[src/rtl/frame12_pkg.sv]
// Shared types for the 12-bit frame link: the packed frame shape, its width and the receiver states.
package frame12_pkg;

   typedef logic [0:0][2:4][0:1][3:4] frame_t;

   localparam int FRAME_W = $bits(frame_t);

   typedef enum logic [1:0] {
      IDLE,
      SHIFT,
      PARITY,
      HOLD
   } state_t;

endpackage

[src/rtl/frame12_unpack.sv]
// Purely combinational mapping from the packed frame_t to its unpacked [3:4][3:2][2:4] twin.
// The n-th unpacked element (rightmost index fastest) carries flat bit FRAME_W-1-n.
module frame12_unpack
   import frame12_pkg::*;
(
   input  frame_t i_frame,
   output logic   o_frame_up [3:4][3:2][2:4]
);

   logic [FRAME_W-1:0] w_flat;

   assign w_flat = i_frame;

   for (genvar gi = 0; gi < 2; gi++) begin : g_i
      for (genvar gj = 0; gj < 2; gj++) begin : g_j
         for (genvar gk = 0; gk < 3; gk++) begin : g_k
            assign o_frame_up[3+gi][3-gj][2+gk] = w_flat[FRAME_W-1-(gi*6 + gj*3 + gk)];
         end
      end
   end

endmodule

[src/rtl/frame12_deser.sv]
// Receive end of the serial frame12 link: collects 12 framed bits and holds them as packed and unpacked views.
// Define FRAME12_DESER_PARITY_CHECK_EN to require a trailing even-parity bit and expose parity_err.
module frame12_deser
   import frame12_pkg::*;
#(
   parameter int CNT_W = 8
) (
   input  logic             clk,
   input  logic             rst,
   input  logic             sin_valid,
   output logic             sin_ready,
   input  logic             sin_sof,
   input  logic             sin_data,
   output logic             frame_valid,
   input  logic             frame_ready,
   output frame_t           frame_pk,
   output logic             frame_up [3:4][3:2][2:4],
   output logic [CNT_W-1:0] frame_cnt,
   output logic             err_resync
`ifdef FRAME12_DESER_PARITY_CHECK_EN
   ,
   output logic             parity_err
`endif
);

   // Without parity the 12th bit goes straight to the output register, so only 11 bits need staging.
`ifdef FRAME12_DESER_PARITY_CHECK_EN
   localparam int SHIFT_W = FRAME_W;
`else
   localparam int SHIFT_W = FRAME_W - 1;
`endif

   state_t             r_state;
   logic [SHIFT_W-1:0] r_shift;
   logic [3:0]         r_bit_cnt;
   logic               r_sin_ready;
   logic               r_frame_valid;
   logic               r_err_resync;
   frame_t             r_frame_pk;
   logic [CNT_W-1:0]   r_frame_cnt;
`ifdef FRAME12_DESER_PARITY_CHECK_EN
   logic               r_parity_err;
`endif

   logic               w_bit_xfer;
   logic               w_frame_xfer;
   logic               w_last_data_bit;
   logic [FRAME_W-1:0] w_shift_next;

   assign w_bit_xfer      = sin_valid && r_sin_ready;
   assign w_frame_xfer    = r_frame_valid && frame_ready;
   assign w_shift_next    = {r_shift[FRAME_W-2:0], sin_data};
   assign w_last_data_bit = (r_bit_cnt == 4'(FRAME_W - 1));

   // NOTE: every state register below uses non-blocking assignments and the asynchronous reset,
   // so all outputs drop to zero the moment rst rises, even mid-frame.
   always_ff @(posedge clk or posedge rst) begin
      if (rst) begin
         r_state       <= IDLE;
         r_shift       <= '0;
         r_bit_cnt     <= '0;
         r_sin_ready   <= 1'b0;
         r_frame_valid <= 1'b0;
         r_err_resync  <= 1'b0;
         r_frame_pk    <= '0;
         r_frame_cnt   <= '0;
`ifdef FRAME12_DESER_PARITY_CHECK_EN
         r_parity_err  <= 1'b0;
`endif
      end else begin
         r_err_resync <= 1'b0;
`ifdef FRAME12_DESER_PARITY_CHECK_EN
         r_parity_err <= 1'b0;
`endif
         case (r_state)
            IDLE: begin
               r_sin_ready <= 1'b1;
               if (w_bit_xfer && sin_sof) begin
                  r_shift   <= SHIFT_W'(sin_data);
                  r_bit_cnt <= 4'd1;
                  r_state   <= SHIFT;
               end
            end

            SHIFT: begin
               if (w_bit_xfer) begin
                  if (sin_sof) begin
                     r_shift      <= SHIFT_W'(sin_data);
                     r_bit_cnt    <= 4'd1;
                     r_err_resync <= 1'b1;
                  end else begin
                     r_shift   <= w_shift_next[SHIFT_W-1:0];
                     r_bit_cnt <= r_bit_cnt + 4'd1;
                     if (w_last_data_bit) begin
`ifdef FRAME12_DESER_PARITY_CHECK_EN
                        r_state <= PARITY;
`else
                        r_frame_pk    <= w_shift_next;
                        r_frame_valid <= 1'b1;
                        r_sin_ready   <= 1'b0;
                        r_state       <= HOLD;
`endif
                     end
                  end
               end
            end

`ifdef FRAME12_DESER_PARITY_CHECK_EN
            PARITY: begin
               if (w_bit_xfer) begin
                  if (sin_sof) begin
                     r_shift      <= SHIFT_W'(sin_data);
                     r_bit_cnt    <= 4'd1;
                     r_err_resync <= 1'b1;
                     r_state      <= SHIFT;
                  end else if (sin_data == ^r_shift) begin
                     r_frame_pk    <= r_shift;
                     r_frame_valid <= 1'b1;
                     r_sin_ready   <= 1'b0;
                     r_bit_cnt     <= '0;
                     r_state       <= HOLD;
                  end else begin
                     r_parity_err <= 1'b1;
                     r_bit_cnt    <= '0;
                     r_state      <= IDLE;
                  end
               end
            end
`endif

            HOLD: begin
               if (w_frame_xfer) begin
                  r_frame_valid <= 1'b0;
                  r_sin_ready   <= 1'b1;
                  r_frame_cnt   <= r_frame_cnt + 1'b1;
                  r_bit_cnt     <= '0;
                  r_state       <= IDLE;
               end
            end

            default: begin
               r_sin_ready <= 1'b0;
               r_state     <= IDLE;
            end
         endcase
      end
   end

   frame12_unpack u_unpack (
      .i_frame    (r_frame_pk),
      .o_frame_up (frame_up)
   );

   assign sin_ready   = r_sin_ready;
   assign frame_valid = r_frame_valid;
   assign frame_pk    = r_frame_pk;
   assign frame_cnt   = r_frame_cnt;
   assign err_resync  = r_err_resync;
`ifdef FRAME12_DESER_PARITY_CHECK_EN
   assign parity_err  = r_parity_err;
`endif

endmodule

[config.mk]
export PLATFORM = sky130hd
export DESIGN_NAME = frame12_deser
export DESIGN_NICKNAME = d
export VERILOG_FILES = /design/src/rtl/frame12_pkg.sv /design/src/rtl/frame12_unpack.sv /design/src/rtl/frame12_deser.sv
export SDC_FILE = /design/constraint.sdc
export NUM_CORES = 1
export LEC_CHECK = 0
export ABC_AREA = 1
export ABC_CLOCK_PERIOD_IN_PS = 3150
export BUFFER_PORTS_ARGS = -buffer_cell sky130_fd_sc_hd__buf_2
export CAP_MARGIN = 20
export CORE_MARGIN = 2
export CORE_UTILIZATION = 35
export DETAILED_ROUTE_END_ITERATION = 12
export HOLD_SLACK_MARGIN = 0.15
export PLACE_DENSITY_LB_ADDON = 0.2
export SETUP_SLACK_MARGIN = 0.02
export SLEW_MARGIN = 40
export SYNTH_ARGS = -nofsm -noshare
export SYNTH_HDL_FRONTEND = slang
export SYNTH_SLANG_ARGS = --single-unit
[constraint.sdc]
create_clock -name clk -period 3.15 [get_ports clk]
set_input_delay 0.315 -clock clk [delete_from_list [all_inputs] [get_ports clk]]
set_output_delay 0.315 -clock clk [all_outputs]
set_load 0.02 [all_outputs]
==> results of run 1 <==
## final cells by class
class / instances / area (um^2)
tap: 75 / 93.8
inverter: 33 / 124
clock inverter: 2 / 60.1
timing repair buffer: 42 / 218
multi-input combinational: 157 / 821
clock buffer: 5 / 68.8
fill: 622 / 3430
sequential: 40 / 1000
## sequential cells by signal, indices dropped and copies added, names as in the netlist
register     cells
r_bit_cnt        4
r_shift         11
sin_ready        1
frame_valid      1
r_state          2
frame_pk        12
frame_cnt        8
err_resync       1
## worst reg2reg max path: stages (launching register included)
cell and delay (ps):
sky130_fd_sc_hd__dfrtp_1 410, sky130_fd_sc_hd__inv_1 110, sky130_fd_sc_hd__ha_1 250, sky130_fd_sc_hd__nand2_1 90, sky130_fd_sc_hd__inv_2 160, sky130_fd_sc_hd__nand4_2 610
sky130_fd_sc_hd__nand2_1 270, sky130_fd_sc_hd__o21ai_2 70
## power groups by stage
stage	registers [W]	clock network (W)	logic, W
2_1_floorplan	0.000692	0	0.000403
3_3_place_gp	0.000668	0	0.000545
3_5_place_dp	0.000670	0	0.000550
4_1_cts	0.000660	0.000500	0.000554
5_1_grt	0.000673	0.000519	0.000627
6_report	0.000659	0.000489	0.000546
## final timing paths
check                           cells after the start         from  slack [ps]      endpoint
worst min-delay path                                3     sin_data         300   frame_pk[0]
worst max register to register                      7   r_state[1]        1060   frame_pk[4]
worst min register to register                      2  frame_pk[5]         500   frame_pk[5]
min in group asynchronous                           3          rst         590  frame_cnt[7]
max in group asynchronous                           4          rst        1940   frame_pk[2]
worst max-delay path                                7   r_state[1]        1060   frame_pk[4]
## kinds of logic (layout without fill, tap and decap cells)
kind of cell    count (synthesis)  after routing  share of synthesized area, %
compound gates                 27             27                          8.81
xor+xnor                        4              4                          1.69
fa+ha+maj                       7              7                          4.22
buf+inv                        50             82                          12.1
flops                          40             40                          48.3
simple gates                  119            119                          24.9
## cells in the mapped netlist
library cell	count	area share (%)
sky130_fd_sc_hd__buf_2	3	0.72
sky130_fd_sc_hd__buf_4	12	4.3
sky130_fd_sc_hd__buf_6	2	1.1
sky130_fd_sc_hd__dfrtp_1	40	48
sky130_fd_sc_hd__ha_1	7	4.2
sky130_fd_sc_hd__inv_1	28	5.1
sky130_fd_sc_hd__inv_2	5	0.91
sky130_fd_sc_hd__nand2_1	86	16
sky130_fd_sc_hd__nand2_2	2	0.60
sky130_fd_sc_hd__nand3_1	10	2.4
sky130_fd_sc_hd__nand3_2	2	0.97
sky130_fd_sc_hd__nand3b_1	1	0.36
sky130_fd_sc_hd__nand4_1	5	1.5
sky130_fd_sc_hd__nand4_2	1	0.60
sky130_fd_sc_hd__nor2_1	8	1.4
sky130_fd_sc_hd__nor2_2	1	0.30
sky130_fd_sc_hd__nor2_4	1	0.54
sky130_fd_sc_hd__nor3_1	1	0.24
sky130_fd_sc_hd__o21a_1	1	0.36
sky130_fd_sc_hd__o21ai_1	14	3.4
sky130_fd_sc_hd__o21ai_2	12	5.1
sky130_fd_sc_hd__or2_1	1	0.30
sky130_fd_sc_hd__xnor2_1	1	0.42
sky130_fd_sc_hd__xor2_1	3	1.3
## repair_timing
item                                   4_1_cts  5_1_grt
endpoints found under the hold margin       22        0
hold buffers                                 1        0
setup buffers                                0        0
## routing by layer
metal / part of all wire, % / GRT usage [%]
met5: 0 / 0
met4: 1.5 / 5.08
met3: 3.8 / 3.00
met2: 47 / 19.9
met1: 47 / 16.9
## per-stage QoR
stage                     hold slack [ps]  total power [W]  util, %  instance area [um^2]  instances
after global placement                481          0.00121     38.6                  2250        346
after CTS                             303          0.00171     41.0                  2390        354
after detailed placement              363          0.00122     38.6                  2250        346
final                                 303          0.00169     41.0                  2390        354
after floorplan                       459          0.00109        -                  2070        247
after global routing                  318          0.00182     41.0                  2390        354
==> out/results.txt, run 1 <==
The tools report the number of antenna violations at the first check in global routing as 0. The logs give 6470 um for the wire length of the first global-routing pass and 3.75 ps for the worst clock skew on the final layout. After detailed routing, the total wire length is 3720 um.

The congestion estimate from routability-driven global placement came to 0.847. The number of buffers and inverters on the critical path is 2. The run gives 3310 ps as the required time of the worst setup path. The die width was 81.0 um.

The average footprint of a synthesized cell was 8.39 um^2; the arrival time of data at the critical path endpoint was 2250 ps. Walking the worst path, the cells encountered are inv_1, ha_1, nand2_1, inv_2, nand4_2, nand2_1, o21ai_2. After detailed routing, the number of remaining DRC violations is 0. The worst-case IR drop observed on VDD is 0.484 mV.

The floorplan step defined a die boundary enclosing 6560 um^2. The detailed-route wire length per cell is 10.5 um, and the count of distinct cell types in the synthesized netlist is 24. The initial detailed-routing violation count was 62.

The Yosys step of the flow raised 0 warnings. Of the total power, combinational logic draws 32.2%. The category of the worst setup path capture point is a flop.

Prior to clock tree synthesis, the placed netlist has a worst setup slack of 1010 ps. Master cell of the clock root buffer: sky130_fd_sc_hd__clkbuf_8. Summing over every cut layer, the via total after detailed routing is 1550.

The clock network is responsible for 28.9% of the overall power. The leftover overflow at the end of global routing is 0, and the initial standard-cell utilization of the core is 35.6%. The die height was 81.0 um.

The maximum net fanout on the critical path came out at 24. The slowest stage of the critical path belongs to the cell sky130_fd_sc_hd__nand4_2. The delay of the slowest critical-path stage was 610 ps; the largest net degree at the start of global routing was 25.

For the final net count, the log shows 292. H-tree level count: 2. The share of cells above drive strength 1 is 26.2%, and the number of nets still failing antenna checks after routing is 0. The worst-margin pin slew was 732 ps; the share of the cycle needed by the critical path after routing was 66.5%.

For the final routed database, the setup TNS stands at 0 ps. In this run the power spent charging and discharging nets is 0.000630 W. The count of buffers added on input and output ports is 40.

The library cells used most frequently in the layout, excluding fill and tap cells, are sky130_fd_sc_hd__nand2_1, sky130_fd_sc_hd__dfrtp_1, sky130_fd_sc_hd__buf_2, sky130_fd_sc_hd__inv_1, sky130_fd_sc_hd__o21ai_1. After synthesis, flip-flops and latches occupy 48.3% of the total area. The clock slew seen by the registers of the worst setup and hold paths came out at 80 ps. The critical path in this run is classified as flop to flop.

After synthesis the cells add up to 2070 um^2. The run gives 5 as the number of buffers created by CTS. The logs give 40 for the number of clock sinks and 2 for the number of buffers on the longest clock path. The area growth from synthesis to layout is 15.1%. After legalization and detailed placement, the total HPWL measured 2720 um.

The tool flagged a number of max-cap violations equal to 0. For the number of global-route vias before repair, the log shows 1407. The number of antenna diodes came out at 0. The first-pass iteration count of the detailed router came out at 4. The most numerous cell type found on the critical path is sky130_fd_sc_hd__nand2_1. The tools report the final count of hold timing violations as 0.

The max-slew violation count was 0; the highest clock frequency the design can meet was 478 MHz. The internal portion of total power was 0.00106 W; the leakage power figure was 1.26 nW. The cell family contributing the most delay on the critical path is simple AND/OR/NAND/NOR gates. Setup violations remaining at the end of the flow were counted as 0. Across all setup checks in the final design, the least slack found is 1060 ps.

The run finished with clean final reports. The path class of the tightest hold or removal check is input pin to flop. Per report_power, the sequential group accounts for 38.9% of the total. The element type at the critical path start was a flop. For the headroom to the max-slew limit, the log shows 51.1%. For this design the ratio of total power to cell area is 710 nW/um^2.

For this run, the total global-route usage over all layers was measured as 12.7%. The via count normalized by instance count was 4.38; the site row count was 28. The synthesized instance count is 247, and the post-synthesis sequential element count is 40. The post-CTS resize count was 0. The final critical-path required period was 2090 ps; the I/O pin total was 41.

Net switching is 37.2% of the power. The core region area came out at 5820 um^2. Leading cell type in the layout, fill and taps excluded: sky130_fd_sc_hd__nand2_1. Setup repair after global routing left no endpoint under its margin. The clock latency on the worst-skew pair came out at 290 ps. The number of nets handed over by synthesis was 260. TritonCTS built the clock tree.
Power figures use the tool's default switching activity.
==> run 2, diff against run 1 <==
Settings changed: ABC_CLOCK_PERIOD_IN_PS 3150 to 1900.
Clock period 3.15 ns to 1.9 ns, I/O delays scaled along.
==> run 2 against run 1 <==
Compared with the run above:
- cell count is 0.56% higher
- non-clock buffer count is 1 higher
- clock power is 13% higher
- clock-buffer cell count stayed put
- flip-flop and latch count stayed put
- sequential share of layout area is 0.60 points higher
- combinational power is 65% higher
- core utilization is 0.58 points lower
- critical path type unchanged
- largest cell class unchanged
- highest routed layer unchanged
==> out/results.txt, run 2 (same netlist as run 1, synthesis figures left out) <==
The category of the most critical setup path is flop to flop. The share of cells above drive strength 1 was 26.3% (+0.17 points). For the number of antenna diodes, the log shows 0 (unchanged). The tools report the H-tree level count as 2 (unchanged). The worst-margin pin slew was 516 ps (-216 ps). The max-slew violation count was 0 (unchanged).

The final net count was 293 (+0.34%); the depth of the worst register-to-register path was 8 (+1). The tools report the residual DRC count as 0 (unchanged). The die width is 81.0 um (unchanged), and the power density relative to cell area is 1080 nW/um^2 (+52%). The tools report the register area as 1000 um^2 (unchanged). The worst hold path begins at sin_data. Setup repair after global routing left no endpoint under its margin. The run gives 40 (unchanged) as the number of clock sinks. The full die area was 6560 um^2 (unchanged); the I/O pin total was 41 (unchanged). The total routing usage reported by global routing was 12.7% (-0.027 points); the clock slew seen by the registers of the worst setup and hold paths was 80 ps (about the same). The number of standard cells in the layout, taps in and fillers out is 356 (+0.56%), and the number of buffers on the longest clock path is 2 (unchanged). The via total after detailed routing is 1558 (+0.52%), and the core region area is 5820 um^2 (unchanged). The required time of the worst setup path is 2070 ps (-1240 ps). The max-capacitance violation count was 0 (unchanged); the detailed-route wire length per cell was 10.3 um (-1.6%). The maximum net fanout on the critical path came out at 24 (unchanged). The clock latency on the worst-skew pair was 290 ps (about the same).

For the number of buffers created by CTS, the log shows 5 (unchanged). The endpoint identified for the worst register-to-register timing path is frame_pk[10]. The total wire length came out at 3680 um (-0.99%). The number of global-route vias before repair was 1457 (+3.6%); the growth of design area from synthesis to finish was 13.5%. The first-pass iteration count of the detailed router was 4 (unchanged); the worst reg-to-reg setup slack was 270 ps (-790 ps).

For the arrival time of data at the critical path endpoint, the log shows 1800 ps (-450 ps). The wire length of the first global-routing pass is 6400 um (-1.1%). For hold timing, the worst endpoint is frame_pk[0].

The final estimated routing congestion in global placement was 0.868 (+2.4%). The logs give 28 (unchanged) for the site row count and 633 (+1.8%) for the count of filler cells inserted in the layout. The share of the cycle needed by the critical path after routing came out at 85.7% (+19 points).

The leftover overflow at the end of global routing is 0 (unchanged). The tools report the number of antenna violations at the first check in global routing as 0 (unchanged). The final critical-path required period was 1630 ps (-465 ps). The count of input and output buffers is 40 (unchanged). The headroom to the max-slew limit came out at 65.6% (+15 points). The multi-input logic area came out at 821 um^2 (unchanged). The placed cell count came out at 347 (+0.29%).

The number of nets still failing antenna checks after routing was 0 (unchanged); the final count of hold timing violations was 0 (unchanged). The element type at the critical path start is a flop. For the largest net degree at the start of global routing, the log shows 41 (+64%).

The leading cell type in the layout, fill and taps excluded was sky130_fd_sc_hd__nand2_1. The flow ran to the end, and the final reports show no timing, DRC or antenna violations. The run gives 0 (unchanged) as the post-CTS resize count. The worst setup path is captured at a flop. The tools report the worst reg2reg path startpoint as r_state[1].

The worst clock skew on the final layout was 8.92 ps (+5.17 ps). TritonCTS built the clock tree. The maximum resistive drop on vdd was 0.601 mV (+24%); the via count normalized by instance count was 4.38 (about the same). The initial standard-cell utilization of the core was 35.6% (unchanged); the flip-flop count of the largest register after layout was 12 (unchanged). Clock tree synthesis selected as its root buffer the cell sky130_fd_sc_hd__clkbuf_8. The leakage power figure is 1.25 nW (-0.88%), and the die height is 81.0 um (unchanged). The top cell types in the final layout, fill and taps aside, are sky130_fd_sc_hd__nand2_1, sky130_fd_sc_hd__dfrtp_1, sky130_fd_sc_hd__buf_2, sky130_fd_sc_hd__inv_1, sky130_fd_sc_hd__o21ai_1. The number of cells traversed by the worst hold path is 3 (unchanged), and the final sum of negative setup slack is 0 ps (unchanged).

The initial detailed-routing violation count is 95 (+53%), and the highest clock frequency the design can meet is 614 MHz (+29%). Path category of the worst min-delay check: input pin to flop. The final-report setup violation count came out at 0 (unchanged). For the placed wire-length estimate, the log shows 2630 um (-3.2%).
[run 2: cell types whose count changed in the layout (fill, tap and decap cells not counted), sizes merged]
| cell | change |
|---|---|
| bufinv | -2 |
| clkinv | +3 |
| buf | +1 |
[run 2: power by group]
group | total (W) | leakage [nW] | internal [W] | switching (W)
combinational | 0.000899 | 0.660 | 0.000277 | 0.000622
sequential | 0.00109 | 0.543 | 0.000970 | 0.000122
clock | 0.000551 | 0.0479 | 0.000256 | 0.000295
total | 0.00254 | 1.25 | 0.00150 | 0.00104
[run 2: area by class of cell]
| type | instances | area share (%) |
|---|---|---|
| clock buffer | 5 | 2.93 |
| clock inverter | 3 | 0.798 |
| inverter | 33 | 5.27 |
| multi-input combinational | 157 | 34.9 |
| sequential | 40 | 42.6 |
| tap | 75 | 3.99 |
| timing repair buffer | 43 | 9.57 |
[run 2: how the worst max path moves through the flow]
stage                from            to  slack [ps]  cells past startpoint
6_report       r_state[1]  frame_pk[10]         270                      8
4_1_cts        r_state[1]  frame_pk[10]         260                      8
5_1_grt        r_state[1]    r_shift[2]         100                      6
2_1_floorplan  r_state[1]   frame_pk[0]         530                      8
3_5_place_dp   r_state[1]   frame_pk[5]         280                      8
3_3_place_gp   r_state[1]  frame_pk[11]         330                      8
[run 2: routing by layer]
layer / wire, um / GRT usage, % / up-vias
li1: - / - / 815
met1: 1750 / 15.9 / 711
met2: 1750 / 20.7 / 26
met3: 129 / 3.67 / 6
met4: 52 / 4.58 / 0
met5: 0 / 0 / -
[run 2: stage by stage]
step | hold slack, ps | power (W) | setup WS (ps) | instance area, um^2 | util (%)
detailed placement | 350 | 0.00202 | 277 | 2250 | 38.8
finish | 172 | 0.00254 | 271 | 2350 | 40.4
global route | 189 | 0.00275 | 99.3 | 2350 | 40.4
CTS | 168 | 0.00259 | 259 | 2350 | 40.4
floorplan | 335 | 0.00182 | 526 | 2070 | -
global placement | 345 | 0.00201 | 332 | 2250 | 38.8
[run 2: critical path, stage by stage, from the launching register on]
cell	delay (ps)
sky130_fd_sc_hd__dfrtp_1	410
sky130_fd_sc_hd__inv_1	110
sky130_fd_sc_hd__ha_1	230
sky130_fd_sc_hd__nand2_1	80
sky130_fd_sc_hd__inv_2	160
sky130_fd_sc_hd__nand4_2	110
sky130_fd_sc_hd__buf_4	240
sky130_fd_sc_hd__nand2_1	100
sky130_fd_sc_hd__o21ai_2	50
[run 2: timing repair]
action | in CTS | in global routing
setup buffers | 0 | 0
endpoints found under the hold margin | 40 | 0
hold buffers | 1 | 0
